## config.mk

```make
export PLATFORM = sky130hd
export DESIGN_NAME = md_div_unit
export DESIGN_NICKNAME = d
export VERILOG_FILES = /design/src/rtl/md_div_unit.sv
export SDC_FILE = /design/constraint.sdc
export NUM_CORES = 1
export LEC_CHECK = 0
export BUFFER_PORTS_ARGS = -buffer_cell sky130_fd_sc_hd__buf_2
export CAP_MARGIN = 0
export CORE_MARGIN = 3
export CORE_UTILIZATION = 45
export DETAILED_ROUTE_END_ITERATION = 16
export PLACE_DENSITY_LB_ADDON = 0.08
export SYNTH_ARGS = -nofsm -noshare
export SYNTH_HDL_FRONTEND = slang
export SYNTH_SLANG_ARGS = --single-unit
```

## constraint.sdc

```tcl
create_clock -name clk -period 5.59 [get_ports clk]
set_input_delay 1.677 -clock clk [delete_from_list [all_inputs] [get_ports clk]]
set_output_delay 1.677 -clock clk [all_outputs]
set_load 0.03 [all_outputs]
```

## src/rtl/md_div_unit.sv

```systemverilog
`timescale 1ns/1ps
// md_div_unit: iterative radix-2 restoring divider for RV32M DIV/DIVU/REM/REMU.
// Answers WIDTH+2 cycles after acceptance (1 cycle for divide-by-zero and
// signed overflow) with a one-cycle done pulse and a held Result.
// Ports:
//   clk, rst        rising-edge clock, synchronous active-high reset
//   start           request strobe, accepted in IDLE or DONE
//   funct3[2:0]     100 DIV, 101 DIVU, 110 REM, 111 REMU
//   A, B            dividend (rs1), divisor (rs2)
//   kill            pipeline flush, aborts the operation in flight
//   busy            high while an accepted operation is iterating or fixing up
//   done            one-cycle completion pulse
//   Result          quotient or remainder, held until the next completion
module md_div_unit #(
  parameter int unsigned WIDTH = 32
) (
  input  logic             clk,
  input  logic             rst,
  input  logic             start,
  input  logic [2:0]       funct3,
  input  logic [WIDTH-1:0] A,
  input  logic [WIDTH-1:0] B,
  input  logic             kill,
  output logic             busy,
  output logic             done,
  output logic [WIDTH-1:0] Result
);

  localparam int unsigned CW = (WIDTH > 1) ? $clog2(WIDTH) : 1;
  localparam logic [CW-1:0] CNT_LAST = CW'(WIDTH - 1);

  typedef enum logic [1:0] {S_IDLE, S_RUN, S_FIX, S_DONE} state_t;

  state_t           state;
  logic [CW-1:0]    cnt;
  logic [WIDTH:0]   rem;
  logic [WIDTH-1:0] quo;
  logic [WIDTH-1:0] dvs;
  logic             is_rem;
  logic             neg_q;
  logic             neg_r;

  // Acceptance-time decode of the incoming request
  logic             op_signed;
  logic             a_neg;
  logic             b_neg;
  logic [WIDTH-1:0] a_abs;
  logic [WIDTH-1:0] b_abs;
  logic             b_zero;
  logic             ovf;
  logic [WIDTH-1:0] special_res;

  assign op_signed   = ~funct3[0];
  assign a_neg       = op_signed & A[WIDTH-1];
  assign b_neg       = op_signed & B[WIDTH-1];
  assign a_abs       = a_neg ? (~A + WIDTH'(1)) : A;
  assign b_abs       = b_neg ? (~B + WIDTH'(1)) : B;
  assign b_zero      = (B == '0);
  assign ovf         = op_signed & (A == {1'b1, {(WIDTH-1){1'b0}}}) & (B == '1);
  // Divide-by-zero: q = all ones, r = A. Signed overflow: q = A (min int), r = 0.
  assign special_res = b_zero ? (funct3[1] ? A : '1) : (funct3[1] ? '0 : A);

  // Bit 2 only separates divides from multiplies upstream
  logic unused_f3;
  assign unused_f3 = funct3[2];

  // One restoring step: shift {rem, quo} left and trial-subtract the divisor.
  // rem stays below dvs, so its top bit is zero and {rem, quo msb} is the shifted value.
  logic [WIDTH+1:0] diff;
  logic             trial_ok;

  assign diff     = {rem, quo[WIDTH-1]} - {2'b00, dvs};
  assign trial_ok = ~diff[WIDTH+1];

  // Sign fix-up of the selected result
  logic [WIDTH-1:0] sel_val;
  logic             sel_neg;
  logic [WIDTH-1:0] fix_val;

  assign sel_val = is_rem ? rem[WIDTH-1:0] : quo;
  assign sel_neg = is_rem ? neg_r : neg_q;
  assign fix_val = sel_neg ? (~sel_val + WIDTH'(1)) : sel_val;

  // Control FSM and datapath registers
  always_ff @(posedge clk) begin
    if (rst) begin
      state  <= S_IDLE;
      cnt    <= '0;
      rem    <= '0;
      quo    <= '0;
      dvs    <= '0;
      is_rem <= 1'b0;
      neg_q  <= 1'b0;
      neg_r  <= 1'b0;
      busy   <= 1'b0;
      done   <= 1'b0;
      Result <= '0;
    end else begin
      done <= 1'b0;
      if (kill) begin
        state <= S_IDLE;
        busy  <= 1'b0;
      end else begin
        case (state)
          S_IDLE, S_DONE: begin
            if (start) begin
              is_rem <= funct3[1];
              neg_q  <= a_neg ^ b_neg;
              neg_r  <= a_neg;
              cnt    <= '0;
              if (b_zero || ovf) begin
                Result <= special_res;
                done   <= 1'b1;
                busy   <= 1'b0;
                state  <= S_DONE;
              end else begin
                rem   <= '0;
                quo   <= a_abs;
                dvs   <= b_abs;
                busy  <= 1'b1;
                state <= S_RUN;
              end
            end else begin
              state <= S_IDLE;
            end
          end
          S_RUN: begin
            quo <= {quo[WIDTH-2:0], trial_ok};
            rem <= trial_ok ? diff[WIDTH:0] : {rem[WIDTH-1:0], quo[WIDTH-1]};
            cnt <= cnt + CW'(1);
            if (cnt == CNT_LAST) begin
              state <= S_FIX;
            end
          end
          S_FIX: begin
            Result <= fix_val;
            done   <= 1'b1;
            busy   <= 1'b0;
            state  <= S_DONE;
          end
          default: begin
            state <= S_IDLE;
          end
        endcase
      end
    end
  end

endmodule

```

==> flow_summary.yaml <==
setup_path:
  crit_type: "input port to flop"
  path_max_fanout: 25
  r2r-end: "rem[1]"
  rrSetupSlack_ns: 1.81
  rr_worst_depth: 8
  required_ns: 5.87
  end_kind: "flop"
  arrival_ns: 4.98
  timing.rr.start: "rem[29]"
  crit_end: "Result[19]"
  startpoint_type: "input port"
  startpoint: "B[0]"
synth:
  synthFlopType: "dfxtp_1"
  ys_seq_area_frac: 0.260
  syn_area_sq_um: 10900
  synth_warnings: 0
  synth.distinct_cells: 81
  synth_seq_cells: 141
  synth-edff-count: 0
  syn_inst: 1469
  post-synth-top-area-cell: "dfxtp_1"
  synth_nets: 1581
  async_flop_share: 0
  syn_area_per_cell_sq_um: 7.39
  synth_top_cells_by_area: "dfxtp_1 (26%), nand2_1 (6.7%), xnor2_1 (6.2%), a211oi_1 (6.0%), nor2_1 (5.9%)"
  synth_top_area_share: 0.260
sta:
  finalCriticalPeriod_ns: 4.70
  period_share: 0.841
  grt_setup_unrepaired: "false"
  finalSetupTns_ns: 0
  finalHoldViolCount: 0
  slew-limit-headroom: 0.334
  slew_viol_final: 0
  fin_skew_ns: 0.00952
  worst_pin_slew_ns: 0.999
  setup_viol: 0
  max_clock_freq_mhz: 213
  worst_slack_ns: 0.890
drt:
  viasPerCell: 5.66
  detail_route.first_pass.iterations: 5
  wirelength_um: 31600
  drt_iter0_markers: 696
  drc_errors: 0
  dr_total_vias: 10500
  wl_per_cell_um: 17.1
  antenna_left: 0
layout:
  drive_gt1_frac: 0.128
  design_area_sq_um: 12100
  nets: 1632
  antenna_cells: 0
  area_growth_pct: 11.5
  final_core_utilization: 0.513
clock_network:
  cts_tree: "yes"
  clock_latency_ns: 0.43
  cts_buffer_depth: 2
  cts_setup_buffers: 0
  clk_pin_slew_ns: 0.06
  cts_max_level: 4
  cts_num_sinks: 141
  postCtsHoldBufs: 0
  numCtsBuffers: 17
  cts_resized: 0
  cts-root-buf: "clkbuf_16"
die:
  die_area_sq_um: 26000
  dieWidth_um: 161
  core_area_sq_um: 23600
  row_count: 56
  start_util: 0.460
  die_h_um: 161
  num_io_pins: 105
power:
  pwr-share-comb: 0.237
  clkPwrFrac: 0.390
  finalPower_mw: 2.91
  p_int_mw: 1.96
  p_leak_nw: 4.66
  vdd_drop_max_uv: 164
  swShare: 0.325
  power_density_nw_per_um2: 240
  power.share.sequential: 0.373
  p_switching_mw: 0.946
global_route:
  antenna_found_initial: 0
  grt_pass1_wl_um: 50900
  grt_pass1_vias: 9633
  grt_max_degree: 75
  track_usage: 0.242
  gr-total-overflow: 0
status:
  status: "finished, final reports clean"
placement:
  io_buffers: 103
  dpl-instance-area_sq_um: 11500
  dp_hpwl_um: 24100
  routabilityCongestion: 0.871
  dp_slack_ns: 0.509
worst_hold_path:
  hp-class: "flop to flop"
  hp-start: "cnt[4]"
flow_run:
  cap_violations: 0
## cell usage after synthesis, types with 4 or more instances
cell type,count
xor2_1,37
nor2_1,170
ha_1,40
a211oi_1,87
clkbuf_1,54
or2_2,4
and3_1,10
dfxtp_1,141
a211o_1,5
a32oi_1,4
nor4_2,5
o31ai_1,14
a311oi_1,4
mux2i_1,60
o211ai_1,7
buf_2,23
nor3b_1,9
nand4_1,14
mux2_2,4
buf_4,11
nor4_1,9
nand2b_1,10
nor2b_1,9
o21ai_0,75
nand2_1,193
xnor2_1,77
a21oi_1,104
nor3_2,7
nor3_1,68
o21ai_1,27
nand3_1,17
inv_1,55
o21a_1,12
o41ai_1,5
or3_1,6
a31oi_1,11
a21o_1,13
## layout make-up
class                      count  area [sq um]
fill                        2406         11500
multi-input combinational   1183          7430
sequential                   141          2820
timing repair buffer         122           673
clock buffer                  18           429
tap                          319           399
inverter                      55           206
clock inverter                14           145
## through the flow
step                hold slack, ns  cells
CTS                          0.467   1852
global placement             0.445   1820
global route                 0.497   1852
finish                       0.460   1852
floorplan                    0.436   1469
detailed placement           0.457   1820
## worst min path at each step
stage,end,depth (start not counted)
global placement,cnt[4],2
CTS,cnt[4],2
global route,cnt[4],2
floorplan,cnt[4],2
finish,cnt[4],2
detailed placement,cnt[4],2
## cell families after synthesis
group,Yosys count,share of synthesized area
muxes,65,0.0605
buffers and inverters,145,0.0573
adders and majority gates,41,0.0479
xor gates and xnor gates,114,0.0919
and+or+nand+nor,559,0.243
AOI/OAI and AO/OA,404,0.239
DFF,141,0.260
## sequential cells by signal, indices dropped and copies added (netlist names)
name    cells
Result     32
rem        33
state       2
neg_q       1
is_rem      1
cnt         5
done        1
busy        1
dvs        32
quo        32
neg_r       1
## power groups by stage
stage | clock network, mW | registers, mW | logic [mW]
finish | 1.14 | 1.08 | 0.689
CTS | 1.16 | 1.08 | 0.686
floorplan | 0 | 1.11 | 0.486
detailed placement | 0 | 1.11 | 0.683
global route | 1.20 | 1.09 | 0.765
global placement | 0 | 1.11 | 0.680
## per-layer routing
metal	routed length (um)	up-vias	global-route usage
met1	14800	4883	0.321
met4	572	0	0.0614
met2	15000	204	0.406
li1	-	5370	-
met3	1230	32	0.0464
met5	0	-	0
## critical path: stages
cell      delay (ns)
buf_2           0.13
inv_1           0.06
ha_1            0.15
or3b_1          0.39
nor4_1          0.56
nand3_1         0.28
nor2_2          0.28
nor2_1          0.14
a211o_1         0.64
a211oi_1        0.56
nor3_1          0.09
## cell usage in the layout, fill, tap and decap left out, types with 5 or more instances in the layout
| cell | instances |
|---|---|
| nor3_1 | 68 |
| nor3_2 | 7 |
| nor4_1 | 9 |
| nor4_2 | 5 |
| a31oi_1 | 11 |
| a21o_1 | 13 |
| nand2_1 | 193 |
| buf_4 | 19 |
| nand2b_1 | 10 |
| nor2_1 | 170 |
| inv_1 | 55 |
| o21ai_1 | 27 |
| o41ai_1 | 5 |
| clkbuf_16 | 17 |
| nand3_1 | 17 |
| mux2i_1 | 60 |
| xor2_1 | 37 |
| or3_1 | 6 |
| xnor2_1 | 77 |
| a21oi_1 | 104 |
| o21ai_0 | 75 |
| o21a_1 | 12 |
| o31ai_1 | 14 |
| and3_1 | 10 |
| a211oi_1 | 87 |
| o211ai_1 | 7 |
| nand4_1 | 14 |
| nor3b_1 | 9 |
| a211o_1 | 5 |
| ha_1 | 38 |
| dfxtp_1 | 140 |
| nor2b_1 | 9 |
| buf_2 | 102 |
Power figures use the tool's default switching activity.
